[config.mk]
export PLATFORM = sky130hd
export DESIGN_NAME = pec_psum_acc_ctrl
export DESIGN_NICKNAME = d
export VERILOG_FILES = /design/src/rtl/pec_psum_acc_ctrl.sv
export SDC_FILE = /design/constraint.sdc
export NUM_CORES = 1
export LEC_CHECK = 0
export ABC_AREA = 1
export CORE_UTILIZATION = 50
export CTS_BUF_LIST = sky130_fd_sc_hd__clkbuf_16
export CTS_CLUSTER_SIZE = 30
export DETAILED_ROUTE_END_ITERATION = 6
export PLACE_DENSITY = 0.93
export SETUP_SLACK_MARGIN = 0.3
export SLEW_MARGIN = 20
export SYNTH_ARGS = -nofsm -noshare
export SYNTH_HDL_FRONTEND = slang
export SYNTH_SLANG_ARGS = --single-unit
export TNS_END_PERCENT = 5
[constraint.sdc]
create_clock -name clk -period 3.09 [get_ports clk]
set_input_delay 0.4635 -clock clk [delete_from_list [all_inputs] [get_ports clk]]
set_output_delay 0.4635 -clock clk [all_outputs]
set_load 0.01 [all_outputs]
[src/rtl/pec_psum_acc_ctrl.sv]
// pec_psum_acc_ctrl: read-modify-write controller in front of the PE-column
// partial-sum RAM (single-port, 1-cycle read latency). Accumulates signed
// partial sums with saturation and drains the buffer as a valid/ready stream.
// Optional: define PEC_DRAIN_CLEAR_EN to zero each word after it is drained.
module pec_psum_acc_ctrl #(
    parameter int ADDR_WIDTH = 6,
    parameter int DATA_WIDTH = 28,
    parameter int IN_WIDTH   = 24
) (
    input  logic                  clk,
    input  logic                  rst_n,
    input  logic                  in_valid,
    output logic                  in_ready,
    input  logic [ADDR_WIDTH-1:0] in_addr,
    input  logic [IN_WIDTH-1:0]   in_data,
    input  logic                  in_first,
    input  logic                  drain_req,
    input  logic [ADDR_WIDTH:0]   drain_len,
    output logic                  out_valid,
    input  logic                  out_ready,
    output logic [ADDR_WIDTH-1:0] out_addr,
    output logic [DATA_WIDTH-1:0] out_data,
    output logic                  drain_done,
    output logic                  sat_flag,
    output logic [ADDR_WIDTH-1:0] ram_addr_r,
    output logic [ADDR_WIDTH-1:0] ram_addr_w,
    output logic                  ram_read_en,
    output logic                  ram_write_en,
    output logic [DATA_WIDTH-1:0] ram_data_in,
    input  logic [DATA_WIDTH-1:0] ram_data_out
);

    localparam int DEPTH = 2 ** ADDR_WIDTH;
    localparam int CW    = ADDR_WIDTH + 1;
    localparam logic [CW-1:0]         DEPTH_C = CW'(DEPTH);
    localparam logic [DATA_WIDTH-1:0] SMAX    = {1'b0, {(DATA_WIDTH-1){1'b1}}};
    localparam logic [DATA_WIDTH-1:0] SMIN    = {1'b1, {(DATA_WIDTH-1){1'b0}}};

    typedef enum logic [2:0] {
        S_IDLE,
        S_RD,
        S_WR,
        S_DRD,
        S_DCAP,
`ifdef PEC_DRAIN_CLEAR_EN
        S_DOUT,
        S_DCLR
`else
        S_DOUT
`endif
    } state_e;

    state_e                state_q;
    logic [ADDR_WIDTH-1:0] addr_q;
    logic [DATA_WIDTH-1:0] sext_q;
    logic                  first_q;
    logic [CW-1:0]         len_q;
    logic [CW-1:0]         cnt_q;
    logic                  out_valid_q;
    logic [ADDR_WIDTH-1:0] out_addr_q;
    logic [DATA_WIDTH-1:0] out_data_q;
    logic                  done_q;
    logic                  sat_q;

    logic [DATA_WIDTH:0]   sum;
    logic                  ovf;
    logic [DATA_WIDTH-1:0] acc_d;
    logic [DATA_WIDTH-1:0] in_sext;
    logic [CW-1:0]         len_d;
    logic [CW-1:0]         cnt_d;
    logic                  last;

    // Saturating add of the read-back word and the latched update, one extra bit
    // of headroom so the overflow direction is visible in the top bit.
    always_comb begin
        sum     = {ram_data_out[DATA_WIDTH-1], ram_data_out} + {sext_q[DATA_WIDTH-1], sext_q};
        ovf     = sum[DATA_WIDTH] ^ sum[DATA_WIDTH-1];
        acc_d   = ovf ? (sum[DATA_WIDTH] ? SMIN : SMAX) : sum[DATA_WIDTH-1:0];
        in_sext = {{(DATA_WIDTH-IN_WIDTH){in_data[IN_WIDTH-1]}}, in_data};
        len_d   = (drain_len > DEPTH_C) ? DEPTH_C : drain_len;
        cnt_d   = cnt_q + 1'b1;
        last    = (cnt_d == len_q);
    end

    // RAM strobes decode only from the state and latched fields, so the macro
    // never sees read and write together and nothing from in_* leaks through.
    always_comb begin
        in_ready     = (state_q == S_IDLE) & ~drain_req;
        ram_read_en  = (state_q == S_RD) || (state_q == S_DRD);
        ram_addr_r   = '0;
        ram_write_en = 1'b0;
        ram_addr_w   = '0;
        ram_data_in  = '0;
        if (state_q == S_RD)  ram_addr_r = addr_q;
        if (state_q == S_DRD) ram_addr_r = cnt_q[ADDR_WIDTH-1:0];
        if (state_q == S_WR) begin
            ram_write_en = 1'b1;
            ram_addr_w   = addr_q;
            ram_data_in  = first_q ? sext_q : acc_d;
        end
`ifdef PEC_DRAIN_CLEAR_EN
        if (state_q == S_DCLR) begin
            ram_write_en = 1'b1;
            ram_addr_w   = out_addr_q;
        end
`endif
    end

    assign out_valid  = out_valid_q;
    assign out_addr   = out_addr_q;
    assign out_data   = out_data_q;
    assign drain_done = done_q;
    assign sat_flag   = sat_q;

    // Main FSM: update RMW path, drain path and all registered outputs.
    always_ff @(posedge clk or negedge rst_n) begin
        if (!rst_n) begin
            state_q     <= S_IDLE;
            addr_q      <= '0;
            sext_q      <= '0;
            first_q     <= 1'b0;
            len_q       <= '0;
            cnt_q       <= '0;
            out_valid_q <= 1'b0;
            out_addr_q  <= '0;
            out_data_q  <= '0;
            done_q      <= 1'b0;
            sat_q       <= 1'b0;
        end else begin
            done_q <= 1'b0;
            case (state_q)
                S_IDLE: begin
                    // Drain has priority over a simultaneous update.
                    if (drain_req) begin
                        len_q <= len_d;
                        cnt_q <= '0;
                        sat_q <= 1'b0;
                        if (len_d == '0) done_q  <= 1'b1;
                        else             state_q <= S_DRD;
                    end else if (in_valid) begin
                        addr_q  <= in_addr;
                        sext_q  <= in_sext;
                        first_q <= in_first;
                        state_q <= in_first ? S_WR : S_RD;
                    end
                end
                S_RD:   state_q <= S_WR;
                S_WR: begin
                    if (!first_q && ovf) sat_q <= 1'b1;
                    state_q <= S_IDLE;
                end
                S_DRD:  state_q <= S_DCAP;
                S_DCAP: begin
                    out_data_q  <= ram_data_out;
                    out_addr_q  <= cnt_q[ADDR_WIDTH-1:0];
                    out_valid_q <= 1'b1;
                    state_q     <= S_DOUT;
                end
                S_DOUT: begin
                    if (out_ready) begin
                        out_valid_q <= 1'b0;
`ifdef PEC_DRAIN_CLEAR_EN
                        state_q <= S_DCLR;
`else
                        if (last) begin
                            done_q  <= 1'b1;
                            state_q <= S_IDLE;
                        end else begin
                            cnt_q   <= cnt_d;
                            state_q <= S_DRD;
                        end
`endif
                    end
                end
`ifdef PEC_DRAIN_CLEAR_EN
                S_DCLR: begin
                    if (last) begin
                        done_q  <= 1'b1;
                        state_q <= S_IDLE;
                    end else begin
                        cnt_q   <= cnt_d;
                        state_q <= S_DRD;
                    end
                end
`endif
                default: state_q <= S_IDLE;
            endcase
        end
    end

endmodule
Yosys cells after proc, flatten, opt, wreduce, memory -nomap -nowiden
Index checks and enable logic that the tools add are counted.

Output and inout port bits: 80. Register bits: 85.

Bitwise logic cells: 3. $lt $le $gt $ge: 1. Equality and inequality tests: 12. Reduce and logical (&&, ||, !) cells: 14. Mux-type cells: 30. $add $sub $neg: 2.

Operators with widths (number): $mux 28 (4); $add 28x24->29 (1); $mux 7 (4); $mux 6 (3); $pmux 3 s5 (1); $pmux 7 s2 (1); $mux 3 (4); $reduce_and 3->1 (3); $mux 1 (8); $add 7x1->7 const B (1); $eq 7x7->1 (1); $gt 7x7->1 const B (1); $logic_not 7->1 (1); $eq 3x2->1 const B (2); $eq 3x3->1 const B (2); $ne 2x2->1 const B (3); $ne 3x3->1 const B (2); $pmux 1 s2 (3); $reduce_bool 2->1 (3); $mux 2 (2); $reduce_and 2->1 (2); $reduce_and 4->1 (1); $eq 3x1->1 const B (1); $logic_not 3->1 (1); other kinds (7) (7).

Logic depth before layout (Yosys ltp)
Depth after elaboration: 6. Depth in mapped cells: 16.

Worst setup path before layout
No wires, ideal clock.

Path type: input port to output port. Start point: input ram_data_out[0]. End point: output ram_data_in[23]. Data required time: 2.626 ns. Path buffers: 1. Data arrival time: 2.240 ns. Stages on the path: 14. Slack: 0.386 ns. Cells stage by stage: ha_1 fa_1 nand3_1 nand2_1 nand3_1 nand3_2 nand2_2 nand3_1 nand2_2 nand2_4 nand2_4 inv_2 buf_6 a21oi_1.

Longest elaborated chain between the ends: 5. Elaborated cells on any way between the ends: 6. Classes of those cells: 1 x add/sub; 4 x mux; 1 x bitwise.

RTL lines: from (decl) (RTL line 30) `input logic [DATA_WIDTH-1:0] ram_data_out`; $add 28x24->29 * (RTL line 76) `sum = {ram_data_out[DATA_WIDTH-1], ram_data_out} + {sext_q[DATA_WIDTH-1], sext_q};`; $mux 28 or $xor 1x1->1 (tied branches) (RTL line 78, 77); $mux 28 * (RTL line 78) `acc_d = ovf ? (sum[DATA_WIDTH] ? SMIN : SMAX) : sum[DATA_WIDTH-1:0];`; $mux 28 * (RTL line 99) `ram_data_in = first_q ? sext_q : acc_d;`; $mux 28 * (RTL line 96) `if (state_q == S_WR) begin`; to (decl) (RTL line 29) `output logic [DATA_WIDTH-1:0] ram_data_in,`.

Mark *: on every way between the ends. The rest lies on a longest branch, timed or not.

Final worst setup path
Start point: register sext_q[15]. End point: output ram_data_in[22].

Longest elaborated chain between the ends: 5. Elaborated cells on any way between the ends: 6. Classes of those cells: 1 x add/sub; 4 x mux; 1 x bitwise.

RTL lines: from (decl) (RTL line 55) `logic [DATA_WIDTH-1:0] sext_q;`; from (signal assigned) (RTL line 142) `sext_q <= in_sext;`; $add 28x24->29 * (RTL line 76); $mux 28 or $xor 1x1->1 (tied branches) (RTL line 78, 77); $mux 28 * (RTL line 78); $mux 28 * (RTL line 99); $mux 28 * (RTL line 96).

Marked as above.

==> qor.yml <==
rsz0062_at_grt: "true"
cts-hold-fix-buffers: 0
grt_pass1_wl_mm: 34.74
final_common_cell: "nand2_1"
fillers: 695
grt.total_usage_pct: 35.73
path_delay_family: "simple AND/OR/NAND/NOR gates"
end_kind: "output port"
critPathLaunchType: "flop"
die_height_um: 111.7
crit_slowest_cell: "dfrtp_1"
hold_viol_final: 0
report.final.slew_viol_count: 0
synth_top_area_cell: "dfrtp_1"
tightest_slew_ns: 0.6062
drc: 14
clk_pin_slew_ns: 0.07
synth_fa_ha_area_share_pct: 6.368
drive_above_1_share_pct: 30.86
cpPeakStageDelay_ns: 0.43
synth_cells: 815
cts.sinks: 85
overflow: 0
fin_total_pwr_mw: 10.30
synth_edf_count: 0
required_ns: 2.63
coreArea_um2: 11560
maxCapViolCount: 0
ff_latch_area_um2: 2128
slew_headroom_pct: 59.54
htree_levels: 3
antenna_left: 0
cts-root-buf: "clkbuf_16"
ir_drop_mv: 0.4500
synth_top_family_by_area: "simple AND/OR/NAND/NOR gates"
portBuffers: 150
crit_start: "sext_q[15]$_DFFE_PN0P_"
muxShareOfSynthArea_pct: 5.432
ys_seq_elements: 85
clock_latency_ns: 0.36
antenna_cells: 0
path_common_cell: "nand2_1"
multi_input_area_um2: 3860
synth_area_leaders: "dfrtp_1 35%, nand2_1 14%, inv_1 7.3%"
io_pins: 151
dr.pass1.iters: 7
violations: "DRC, setup timing"
cts_tree: "built"
layout_setup_ws_ns: -0.1686
hold-worst-slack_ns: 0.06785
synth_compound_area_share_pct: 14.30
synth-simple-area-share_pct: 25.52
final_cell_mix: "192 x nand2_1, 125 x buf_4, 111 x inv_1, 93 x clkdlybuf4s50_1, 84 x dfrtp_1"
via_per_inst: 5.674
dp.cells: 1198
syn_nets: 916
dp_slack_ns: -0.8590
final_util_pct: 80.31
grt_start_max_net_pins: 38
status: "finished with violations"
start_util_pct: 51.99
gp_congestion: 0.9789
r2r-start: "sext_q[15]$_DFFE_PN0P_"
avgSynthCellArea_um2: 7.377
hpwl_mm: 14.72
cp_cell_sequence: "ha_4 -> a21oi_1 -> nand2_1 -> nand2_1 -> nand2_1 -> a21oi_2 -> nand2_2 -> nand2_2 -> nand2_2 -> nand2_4 -> buf_6 -> nand4_1 -> nand2_1 -> inv_1 -> buf_2"
critical_path_class: "reg2out"
synth.distinct_cells: 35
synth_xor_area_share_pct: 3.933
fp.dieW_um: 111.7
power_leakage_nw: 4.466
synth_top_area_share_pct: 35.38
fin_crit_ns: 3.259
async_flop_share_pct: 100.0
ys.warnings.count: 0
grt_pass1_vias: 7171
critical_path_arrival_ns: 2.80
antenna_found_initial: 0
fin_nets: 1188
crit_fanout: 4
clk_path_buf_depth: 2
synthesis.area_um2: 6012
cts_buffers: 9
ff2ff_setup_slack_ns: 0.66
worst-path-buf-inv: 3
std_cell_rows: 39
wl_per_cell_um: 18.14
instances_no_fill: 1235
max_freq_ghz: 0.3069
die_area_um2: 12470
fin_crit_sh_pct: 105.5
seq_area_frac_synth_pct: 35.38
area_delta_synth_final_pct: 54.48
setup_viol: 28
wl_mm: 22.40
drt-initial-drc-count: 721
hold_class: "in2async"
synth_flop_cell: "dfrtp_1"
clock-skew-final_ns: 0.008999
via_count: 7008
power_density_nw_per_um2: 1110
path summary, 6_finish.rpt:
kind | depth (start not counted) | to
hold / removal | 1 | sext_q[5]$_DFFE_PN0P_
min in group clk | 2 | out_addr[2]$_DFFE_PN0P_
setup / recovery | 15 | ram_data_in[22]
hold reg to reg | 2 | out_addr[2]$_DFFE_PN0P_
setup reg to reg | 16 | sat_flag$_DFFE_PN0P_
max in group asynchronous | 2 | out_data[27]$_DFFE_PN0P_
cell type report:
cell class	count	share of cell area, %
inverter	119	4.850
clock buffer	9	2.425
clock inverter	7	0.4580
timing repair buffer	281	25.87
tap	143	1.926
sequential	85	22.92
multi-input combinational	591	41.56
where the power goes:
group          total (mW)  leakage (nW)  switching [mW]  internal, mW
logic                7.33          3.29            3.85          3.48
registers            1.96          1.05           0.376          1.58
clock network        1.01         0.129           0.474         0.538
total                10.3          4.47            4.70          5.60
sequential cells by signal (all words and copies together), names as in the netlist:
register    cells
state_q         3
first_q         1
drain_done      1
out_valid       1
out_addr        6
cnt_q           7
sat_flag        1
sext_q         24
addr_q          6
len_q           7
out_data       28
cell families (layout without fill, tap and decap cells):
family                   count (synthesis)  count (layout)
buffers and inverters                  139             416
adder cells (fa/ha/maj)                 30              30
AND/OR/NAND/NOR                        359             359
XOR/XNOR                                27              27
flip-flops                              85              85
AO/OA/AOI/OAI                          146             146
multiplexers                            29              29
synthesized netlist by cell type (12+ instances only):
library cell  instances
nand2_1             218
inv_1               117
dfrtp_1              85
nor2_1               57
o21ai_0              51
a21oi_1              50
nand3_1              38
ha_1                 29
mux2_2               29
a21oi_2              23
xnor2_1              14
clkbuf_1             13
xor2_1               13
nand4_1              12
worst reg2reg max path: cells and delay by family (launching register included):
family | cells | cell delay [ns]
compound gates | 3 | 0.51
simple gates | 9 | 0.71
flops | 1 | 0.43
fa+ha+maj | 1 | 0.27
buf+inv | 3 | 0.36
metal layers:
metal	vias up	track usage (%)	wire length (um)
li1	3179	-	-
met1	3318	39.66	8572
met2	405	61.90	11110
met3	106	8.819	1736
met4	0	21.35	979
met5	-	0	0
per-stage QoR:
step                      cell area [um2]  TNS, ns
final                                9288   -3.032
after detailed placement             8452   -19.77
after CTS                            9233   -1.375
after global routing                 9288   -5.820
after floorplan                      6012        0
after global placement               8452   -16.54
timing repair:
| action | 4_1_cts | 5_1_grt |
|---|---|---|
| pin swaps | 35 | 21 |
| resized for setup | 210 | 24 |
| endpoints found under the setup margin | 28 | 30 |
| buffers inserted | 19 | 0 |
| gates cloned | 2 | 0 |
Power figures use the tool's default switching activity.
